## config.mk

```make
export PLATFORM = sky130hd
export DESIGN_NAME = lutram_stream_reader
export DESIGN_NICKNAME = d
export VERILOG_FILES = /design/src/rtl/lutram_pkg.sv /design/src/rtl/lutram_rd_skid.sv /design/src/rtl/lutram_stream_reader.sv
export SDC_FILE = /design/constraint.sdc
export NUM_CORES = 1
export LEC_CHECK = 0
export ABC_AREA = 1
export CAP_MARGIN = 40
export CORE_ASPECT_RATIO = 0.5
export CORE_MARGIN = 5
export CORE_UTILIZATION = 51
export DETAILED_ROUTE_END_ITERATION = 7
export PLACE_DENSITY = 0.79
export SKIP_LAST_GASP = 1
export SLEW_MARGIN = 30
export SYNTH_ARGS = -nofsm -noshare
export SYNTH_HDL_FRONTEND = slang
export SYNTH_SLANG_ARGS = --single-unit
```

## constraint.sdc

```tcl
create_clock -name clk -period 1.9 [get_ports clk]
set_input_delay 0.38 -clock clk [delete_from_list [all_inputs] [get_ports clk]]
set_output_delay 0.38 -clock clk [all_outputs]
set_load 0.1 [all_outputs]
```

## src/rtl/lutram_pkg.sv

```systemverilog
// Shared types and defaults for the LUT-RAM stream reader.
package lutram_pkg;
   localparam int DATA_W = 72;
   localparam int ADDR_W = 10;

   typedef enum logic [1:0] {IDLE, ISSUE, DRAIN, DONE} state_t;
endpackage

```

## src/rtl/lutram_rd_skid.sv

```systemverilog
// Two-entry valid/ready skid FIFO that absorbs in-flight RAM reads under backpressure.
module lutram_rd_skid #(
   parameter int W = 73
) (
   input  logic         clk,
   input  logic         rst_n,
   input  logic         push,
   input  logic [W-1:0] push_data,
   input  logic         pop_ready,
   output logic         out_valid,
   output logic [W-1:0] out_data,
   output logic [1:0]   occ
);
   logic [1:0][W-1:0] mem_q, mem_d;
   logic              wr_q, wr_d, rd_q, rd_d;
   logic [1:0]        cnt_q, cnt_d;
   logic              pop;

   assign out_valid = (cnt_q != 2'd0);
   assign out_data  = mem_q[rd_q];
   assign occ       = cnt_q;
   assign pop       = out_valid & pop_ready;

   always_comb begin
      mem_d = mem_q;
      wr_d  = wr_q;
      rd_d  = rd_q;
      cnt_d = cnt_q;
      if (push) begin
         mem_d[wr_q] = push_data;
         wr_d        = ~wr_q;
      end
      if (pop) rd_d = ~rd_q;
      case ({push, pop})
         2'b10:   cnt_d = cnt_q + 2'd1;
         2'b01:   cnt_d = cnt_q - 2'd1;
         default: cnt_d = cnt_q;
      endcase
   end

   always_ff @(posedge clk or negedge rst_n) begin
      if (!rst_n) begin
         mem_q <= '0;
         wr_q  <= 1'b0;
         rd_q  <= 1'b0;
         cnt_q <= 2'd0;
      end else begin
         mem_q <= mem_d;
         wr_q  <= wr_d;
         rd_q  <= rd_d;
         cnt_q <= cnt_d;
      end
   end
endmodule

```

## src/rtl/lutram_stream_reader.sv

```systemverilog
// Read-side sequencer: walks (base, len) through a registered-read LUT RAM and
// streams the words out over valid/ready.
module lutram_stream_reader
   import lutram_pkg::*;
#(
   parameter int DATA = DATA_W,
   parameter int ADDR = ADDR_W
) (
   input  logic            clk,
   input  logic            rst_n,
   input  logic            cmd_valid,
   output logic            cmd_ready,
   input  logic [ADDR-1:0] cmd_base,
   input  logic [ADDR:0]   cmd_len,
   output logic [ADDR-1:0] ram_addr,
   input  logic [DATA-1:0] ram_dout,
   output logic            out_valid,
   input  logic            out_ready,
   output logic [DATA-1:0] out_data,
   output logic            out_last,
   output logic            busy,
   output logic            done
);
   localparam logic [ADDR-1:0] A_ONE = 1;
   localparam logic [ADDR:0]   L_ONE = 1;

   state_t          state_q, state_d;
   logic [ADDR-1:0] addr_q, addr_d;
   logic [ADDR:0]   len_q, len_d, issued_q, issued_d;
   logic            pend_q, pend_d, pend_last_q, pend_last_d;
   logic [1:0]      occ;
   logic [2:0]      in_use;
   logic            pop, skid_valid;
   logic [DATA:0]   head;

   assign pop    = skid_valid & out_ready;
   assign in_use = {1'b0, occ} + {2'b0, pend_q};

   always_comb begin
      state_d     = state_q;
      addr_d      = addr_q;
      len_d       = len_q;
      issued_d    = issued_q;
      pend_d      = 1'b0;
      pend_last_d = 1'b0;
      case (state_q)
         IDLE: begin
            if (cmd_valid) begin
               addr_d   = cmd_base;
               len_d    = cmd_len;
               issued_d = '0;
               state_d  = (cmd_len == '0) ? DONE : ISSUE;
            end
         end
         ISSUE: begin
            // A beat leaving this cycle frees a slot, so back-to-back reads never bubble.
            if (in_use < (3'd2 + {2'b0, pop})) begin
               addr_d      = addr_q + A_ONE;
               issued_d    = issued_q + L_ONE;
               pend_d      = 1'b1;
               pend_last_d = (issued_q + L_ONE == len_q);
               if (issued_q + L_ONE == len_q) state_d = DRAIN;
            end
         end
         DRAIN: begin
            if (pop && head[DATA]) state_d = DONE;
         end
         default: state_d = IDLE;
      endcase
   end

   always_ff @(posedge clk or negedge rst_n) begin
      if (!rst_n) begin
         state_q     <= IDLE;
         addr_q      <= '0;
         len_q       <= '0;
         issued_q    <= '0;
         pend_q      <= 1'b0;
         pend_last_q <= 1'b0;
      end else begin
         state_q     <= state_d;
         addr_q      <= addr_d;
         len_q       <= len_d;
         issued_q    <= issued_d;
         pend_q      <= pend_d;
         pend_last_q <= pend_last_d;
      end
   end

   lutram_rd_skid #(.W(DATA + 1)) u_skid (
      .clk       (clk),
      .rst_n     (rst_n),
      .push      (pend_q),
      .push_data ({pend_last_q, ram_dout}),
      .pop_ready (out_ready),
      .out_valid (skid_valid),
      .out_data  (head),
      .occ       (occ)
   );

   assign ram_addr  = addr_q;
   assign out_valid = skid_valid;
   assign out_data  = head[DATA-1:0];
   assign out_last  = skid_valid & head[DATA];
   assign cmd_ready = (state_q == IDLE);
   assign busy      = (state_q != IDLE);
   assign done      = (state_q == DONE);
endmodule

```

=== Word level (Yosys, flattened, before mapping) ===
Cells that the tools add are included.

* Add/subtract/negate cells: 6
* Magnitude comparators: 4
* Eq/ne operators: 10
* Mux-type cells: 22
* Bitwise operators: 4
* Reduce and logical (&&, ||, !) cells: 11

{| class="wikitable"
|+ Operators by type and width
! kind !! count
|-
| 2-to-1 mux 73 bit || 3
|-
| bitwise mux 146 bit || 1
|-
| demux 73 bit (select 1 bit) || 1
|-
| 2-to-1 mux 11 bit || 2
|-
| one-hot mux 11 bit (2 select lines) || 1
|-
| 2-to-1 mux 10 bit || 2
|-
| one-hot mux 10 bit (2 select lines) || 1
|-
| adder 11 x 1 -> 11 bit (second input constant) || 1
|-
| == test 11 bit || 1
|-
| zero test 11 bit || 1
|-
| adder 10 x 1 -> 10 bit (second input constant) || 1
|-
| 2-to-1 mux 2 bit || 5
|-
| inequality test 2 bit (second input constant) || 4
|-
| nonzero test 2 bit || 4
|-
| == test 2 bit (second input constant) || 3
|-
| one-hot mux 2 bit (3 select lines) || 1
|-
| == test 2 x 1 -> 1 bit (second input constant) || 2
|-
| less-than comparator 1 x 2 -> 1 bit (second input constant) || 2
|-
| 2-to-1 mux 1 bit || 4
|-
| one-hot mux 2 bit (2 select lines) || 1
|-
| AND reduction 4 bit || 1
|-
| adder 2 x 1 -> 3 bit || 1
|-
| adder 2 x 1 -> 3 bit (first input constant) || 1
|-
| less-than comparator 3 bit || 1
|-
| other kinds (9) || 12
|}

* Register bits after elaboration: 186
* Output and inout bits: 87

=== Logic depth before layout (Yosys ltp) ===
Gate-level depths: netlist of run 1.

* Word-level depth: 6
* Depth in mapped cells: 14
* Gate-level depth less buffers: 14

=== By module ===
A second synthesis of run 1 with hierarchy kept.

* Cells, all modules: 1082
* Area, all modules: 8937.3 um2

{| class="wikitable"
|+ By module, submodules not included
! module !! times used !! cells an instance !! area an instance (um2) !! seq. area each (um2)
|-
| lutram_rd_skid || 1 || 806 || 6789.0 || 3753.6
|-
| lutram_stream_reader || 1 || 276 || 2148.3 || 900.9
|}

=== Least setup slack after synthesis of run 1 ===
OpenSTA, ideal clock, no wires.

* Path kind: reg-to-reg
* From: register state_q[0]
* To: register addr_q[8], in the netlist ram_addr[8]
* Library setup time: 0.124 ns
* Data arrival time: 2.938 ns
* Data required time: 1.776 ns
* Slack: -1.162 ns
* Cell stages (with the launch flop): 9
* Path buffers: 1
* Period minus slack after synthesis: 3.062 ns
* Cell sequence: dfrtp_1 inv_1 ha_1 inv_1 o21ai_2 a21oi_4 buf_6 o211ai_1 nand2_1

* Cells in the longest elaborated chain, start to end: 3

{| class="wikitable"
|+ RTL lines
! item !! RTL line !! text
|-
| from (decl) || lutram_stream_reader.sv:27 || <nowiki>state_t state_q, state_d;</nowiki>
|-
| from (signal assigned) || lutram_stream_reader.sv:81 || <nowiki>state_q <= state_d;</nowiki>
|-
| zero test 2 bit (*) || - ||
|-
| via cmd_ready || lutram_stream_reader.sv:12 || <nowiki>output logic cmd_ready,</nowiki>
|-
| inequality test 2 bit (no source line) or nonzero test 2 bit (tied branches) || - ||
|-
| AND reduction 3 bit (no source line) || - ||
|-
| to (signal assigned) || lutram_stream_reader.sv:82 || <nowiki>addr_q <= addr_d;</nowiki>
|-
| to (decl) || lutram_stream_reader.sv:28 || <nowiki>logic [ADDR-1:0] addr_q, addr_d;</nowiki>
|}

The timed path passes the listed nets; every way through them passes the cells marked *.
A chain may end at the register's enable or synchronous reset.

=== Worst setup path in the final report of run 1 ===
* From: register u_skid.rd_q
* To: output out_data[38]

* Cells in the longest elaborated chain, start to end: 2

{| class="wikitable"
|+ RTL lines
! item !! RTL line !! text
|-
| from (decl) || lutram_rd_skid.sv:15 || <nowiki>logic wr_q, wr_d, rd_q, rd_d;</nowiki>
|-
| from (signal assigned) || lutram_rd_skid.sv:50 || <nowiki>rd_q <= rd_d;</nowiki>
|-
| 2-to-1 mux 73 bit (not written as such) (2 in series) || lutram_rd_skid.sv:20 || <nowiki>assign out_data = mem_q[rd_q];</nowiki>
|-
| to (decl) || lutram_stream_reader.sv:19 || <nowiki>output logic [DATA-1:0] out_data,</nowiki>
|}

No other way between the ends. The select of a mux whose other input is x is not followed.

==> flow_metrics.tcl, run 1 <==
set metrics [dict create \
    critPathKind "reg2out" \
    slew_headroom 0.719 \
    grt_pass1_wl_mm 38.0 \
    run_status "finished with violations" \
    postSynthCellCount 1091 \
    drive_above_1_share 0.217 \
    period_share 1.05 \
    critical-path-max-stage-delay_ps 450 \
    holdWs_ps 451 \
    grt_pass1_vias 7698 \
    ctsRootBufferMaster "clkbuf_16" \
    gr-usage-all-layers 0.234 \
    arrival_ps 1610 \
    routed_wl_mm 24.5 \
    clk_pin_slew_ps 70 \
    yosysTopAreaCell "dfrtp_1" \
    syn_avg_cell_area_um2 7.90 \
    drc 0 \
    synth_seq_cells 186 \
    mostFrequentLayoutCells "nand2_1, dfrtp_1, o21ai_0" \
    crit_top_cell "buf_12" \
    endpoint_kind "output pin" \
    synthTopCellsByArea "dfrtp_1, nand2_1, o21ai_0" \
    die_x_um 194 \
    cts_made_buffers 17 \
    wl_per_cell_um 16.0 \
    vias 7931 \
    clockBufferDepth 2 \
    cap_violations 0 \
    setup_ws_ps -90.9 \
    synth_nets 1197 \
    fp.coreArea_um2 16500 \
    period_needed_ps 1990 \
    port_buffers 183 \
    synth.distinct_cells 37 \
    hpwlAfterDp_mm 15.8 \
    crit_required_ps 1520 \
    clkSinkCount 186 \
    fin_worst_skew_ps 9.89 \
    path_max_fanout 11 \
    r2r-start "issued_q[2]" \
    die_h_um 102 \
    die_area_um2 19800 \
    nFillCells 1042 \
    drv_slew 0 \
    worstPathCellList "buf_12, clkinv_16, clkbuf_16, nand2_1, nand2_2, buf_12" \
    rows 33 \
    drt-pass1-iter-count 5 \
    boundaryPins 184 \
    yosysTopAreaCellShare 0.540 \
    grt_max_degree 105 \
    layout_commonest_cell "nand2_1" \
    syn_to_final_growth_pct 50.3 \
    rsz0062_at_grt "yes" \
    grt_overflow 0 \
    initial_core_util 0.523 \
    finalSetupViolCount 73 \
    ys_warn_count 0 \
    finish.net_count 1392 \
    crit_path_top_delay_cell "dfrtp_2" \
    final_antenna_net_count 0 \
    globalplace.congestion 0.843 \
    finalHoldViolations 0 \
    tightest_slew_ps 421 \
    failed_checks "negative setup slack" \
    ys_seq_area_frac 0.540 \
    antenna_found_initial 0 \
    hp-class "in2async" \
    clk_latency_ps 430 \
    syn_area_um2 8620 \
    crit_path_start_kind "flop" \
    viasPerCell 5.19 \
    cts_tree "yes" \
    fmax_mhz 502 \
    drt-initial-drc-count 614 \
    crit_start "u_skid.rd_q" \
    htreeDepth 4 \
]
[worst max-delay path: cells and delay by family (launching register included)]
family,cells,cell delay (ps)
AND/OR/NAND/NOR,2,160
buffers and inverters,4,550
flip-flops,1,450
[cells in the mapped netlist]
cell type  instances
a31oi_1            4
ha_1               9
mux2i_1            1
a22o_1             1
dfrtp_1          186
nor2_4             2
clkbuf_1          45
o31ai_1            1
xnor2_1            2
buf_6              1
o21ai_2            2
a21oi_4            1
nand2_1          442
nand4_1            3
xor2_1             4
nor2_1            27
nand3_1           34
nand2_2            4
o21ai_0          164
nand2_4            2
buf_1              4
nand3b_1           2
inv_2              3
a21oi_1           15
o21bai_1           1
nor4_1             5
o22ai_1            3
clkinv_1           1
o21bai_2           1
mux2_2             4
nor2_2             2
o211ai_1           2
or2_2              1
buf_4              1
buf_2              1
o21ai_1            1
inv_1            109
[per-stage QoR]
step	utilization	instance area [um2]	setup WS (ps)	cells	TNS, ps
finish	0.786	13000	-90.9	1527	-4500
global route	0.786	13000	-153	1526	-9330
CTS	0.764	12600	-112	1512	-4260
detailed placement	0.724	11900	-82.6	1477	-913
global placement	0.724	11900	-27.9	1477	-206
floorplan	-	8820	-411	1091	-8150
[layout make-up]
class | instances | area (um2) | area share
repair inverters | 1 | 11.3 | 0.000869
flip-flops and latches | 186 | 4660 | 0.360
well taps | 227 | 284 | 0.0219
clock inverters | 14 | 163 | 0.0126
repair buffers | 226 | 3290 | 0.254
clock buffers | 18 | 439 | 0.0339
diodes | 1 | 2.50 | 0.000193
inverters | 113 | 458 | 0.0353
multi-input cells | 741 | 3640 | 0.281
[registers in the layout, summed over array words and instances, names as in the netlist]
register and flops:
pend_last_q 1, len_q 11, issued_q 11, u_skid.mem_q 146
u_skid.occ 2, u_skid.rd_q 1, u_skid.wr_q 1, pend_q 1
ram_addr 10, state_q 2
[logic make-up after synthesis]
kind of cell	synth area share
and+or+nand+nor	0.242
AOI/OAI and AO/OA	0.119
DFF	0.540
buffers and inverters	0.0733
adders and majority gates	0.0131
xor gates and xnor gates	0.00610
muxes	0.00639
[path summary, 6_finish.rpt]
path / end / slack, ps / cells past startpoint
max: out_data[38] / -90 / 6
min: ram_addr[2] / 450 / 2
max reg2reg: state_q[1] / 40 / 11
min reg2reg: u_skid.mem_q[108] / 490 / 2
max in group asynchronous: u_skid.mem_q[134] / 780 / 3
min in group clk: u_skid.mem_q[108] / 490 / 2
[layer usage]
layer | wire length [um] | part of all wire | vias up | track usage
met1 | 10100 | 0.41 | 3815 | 0.300
li1 | - | - | 3824 | -
met3 | 1180 | 0.048 | 43 | 0.0438
met5 | 0 | 0 | - | 0
met2 | 12700 | 0.52 | 249 | 0.421
met4 | 505 | 0.021 | 0 | 0.0605
[timing repair]
action,in CTS,in global routing
hold buffers,1,0
pin swaps,0,9
endpoints found under the setup margin,76,93
buffers inserted,1,5
gates cloned,1,9
endpoints found under the hold margin,36,0
resized for setup,6,35
Power of run 1 is left out: the tool's default activity adds up to more than one toggle a clock period on the data nets, which glitch-free logic cannot reach.
==> inputs of run 2 (changes only) <==
- GPL_TIMING_DRIVEN: default -> 0
==> run 2 against run 1 <==
Against the previous run: the flow still finishes with violations (negative setup slack); hold slack better by 22 ps; non-clock buffer count up 67; setup slack got worse by 190 ps; highest routed layer unchanged.
==> flow_metrics.tcl, run 2 (synthesis gave the netlist of run 1 again) <==
set metrics [dict create \
    critical-path-max-stage-delay_ps 470 \
    ff2ff_setup_slack_ps -280 \
    hp-class "in2async" \
    clockBufferDepth 2 \
    period_share 1.15 \
    clk_latency_ps 450 \
    finalSetupViolCount 141 \
    insertedDiodeCount 0 \
    top_register "u_skid.mem_q" \
    setup_ws_ps -280 \
    path_buf_inv 3 \
    finish.net_count 1458 \
    globalplace.congestion 0.860 \
    path_delay_family "buffers and inverters" \
    cts_tree "yes" \
    rr_worst_depth 6 \
    grt_pass1_wl_mm 52.0 \
    cts_made_buffers 17 \
    crit_path_top_delay_cell "dfrtp_2" \
    antenna_found_initial 0 \
    syn_to_final_growth_pct 69.4 \
    crit_required_ps 2190 \
    clkSinkCount 186 \
    slew_headroom 0.596 \
    fin_worst_skew_ps 11.6 \
    reg.largest.list "u_skid.mem_q: 146 flops, issued_q: 11 flops, len_q: 11 flops" \
    die_h_um 102 \
    routed_wl_mm 37.5 \
    fp.coreArea_um2 16500 \
    wl_per_cell_um 23.5 \
    crit_top_cell "clkbuf_2" \
    drv_slew 0 \
    finalNonFillerCells 1592 \
    arrival_ps 2470 \
    viasPerCell 6.15 \
    multi_input_area_um2 4640 \
    die_area_um2 19800 \
    vias 9785 \
    run_status "finished with violations" \
    final_antenna_net_count 0 \
    critPathKind "reg2reg" \
    fmax_mhz 459 \
    endpoint_kind "flop" \
    largest_register_ffs 146 \
    r2r-start "pend_q" \
    drive_above_1_share 0.319 \
    failed_checks "negative setup slack" \
    worstPathCellList "inv_1, or2_2, clkbuf_2, clkbuf_2, nand2_1, o21ai_0" \
    rows 33 \
    crit_path_start_kind "flop" \
    ctsRootBufferMaster "clkbuf_16" \
    nFillCells 613 \
    grt_overflow 0 \
    timing.rr.end "u_skid.mem_q[33]" \
    drc 0 \
    drt-initial-drc-count 1260 \
    hpwlAfterDp_mm 19.0 \
    rsz0062_at_grt "yes" \
    finalHoldViolations 0 \
    tightest_slew_ps 607 \
    place_inst 1590 \
    die_x_um 194 \
    htreeDepth 4 \
    layout_commonest_cell "nand2_1" \
    cap_violations 0 \
    mostFrequentLayoutCells "nand2_1, dfrtp_1, o21ai_0" \
    path_max_fanout 10 \
    period_needed_ps 2180 \
    grt_pass1_vias 9693 \
    grt_max_degree 71 \
    initial_core_util 0.523 \
    drt-pass1-iter-count 8 \
    clk_pin_slew_ps 70 \
    seq_area_um2 4660 \
    port_buffers 183 \
    boundaryPins 184 \
    gr-usage-all-layers 0.333 \
]
[run 2: metrics by stage]
stage	hold slack, ps	utilization	cell area, um2	worst slack [ps]	setup TNS [ps]
global route	518	0.886	14600	-262	-23410
global placement	466	0.664	10900	-6980	-1380320
floorplan	84.4	-	8820	-411	-8150
finish	473	0.886	14600	-280	-19100
CTS	490	0.852	14000	-339	-20620
detailed placement	377	0.752	12400	-794	-54190
[run 2: area by class of cell]
cell class / count / share of cell area
clock buffer: 22 / 0.0338
sequential: 186 / 0.319
buffer: 51 / 0.0325
clock inverter: 10 / 0.00737
multi-input combinational: 741 / 0.318
tap: 227 / 0.0194
inverter: 113 / 0.0305
timing repair buffer: 242 / 0.239
[run 2: routing by layer]
metal  GRT usage  vias up  wire, um
met1       0.382     4716     12700
met5           0        -         0
met3      0.0613      288      3390
li1            -     3958         -
met4       0.166        0      2740
met2       0.615      823     18700
[run 2: how the worst max path moves through the flow]
stage / start / to / cells after the start
2_1_floorplan: state_q[1] / ram_addr[8] / 8
3_3_place_gp: rst_n / u_skid.mem_q[121] / 1
3_5_place_dp: u_skid.rd_q / out_data[33] / 7
4_1_cts: u_skid.rd_q / out_data[33] / 8
5_1_grt: u_skid.rd_q / out_data[16] / 7
6_report: pend_q / u_skid.mem_q[33] / 6
[run 2: timing repair]
item,CTS,global route
hold buffers,1,0
cloned,9,3
pin swaps,72,84
setup endpoints to repair,133,215
resized for setup,344,159
buffers inserted,33,10
endpoints found under the hold margin,69,0
Power of run 2 is left out for the same reason.
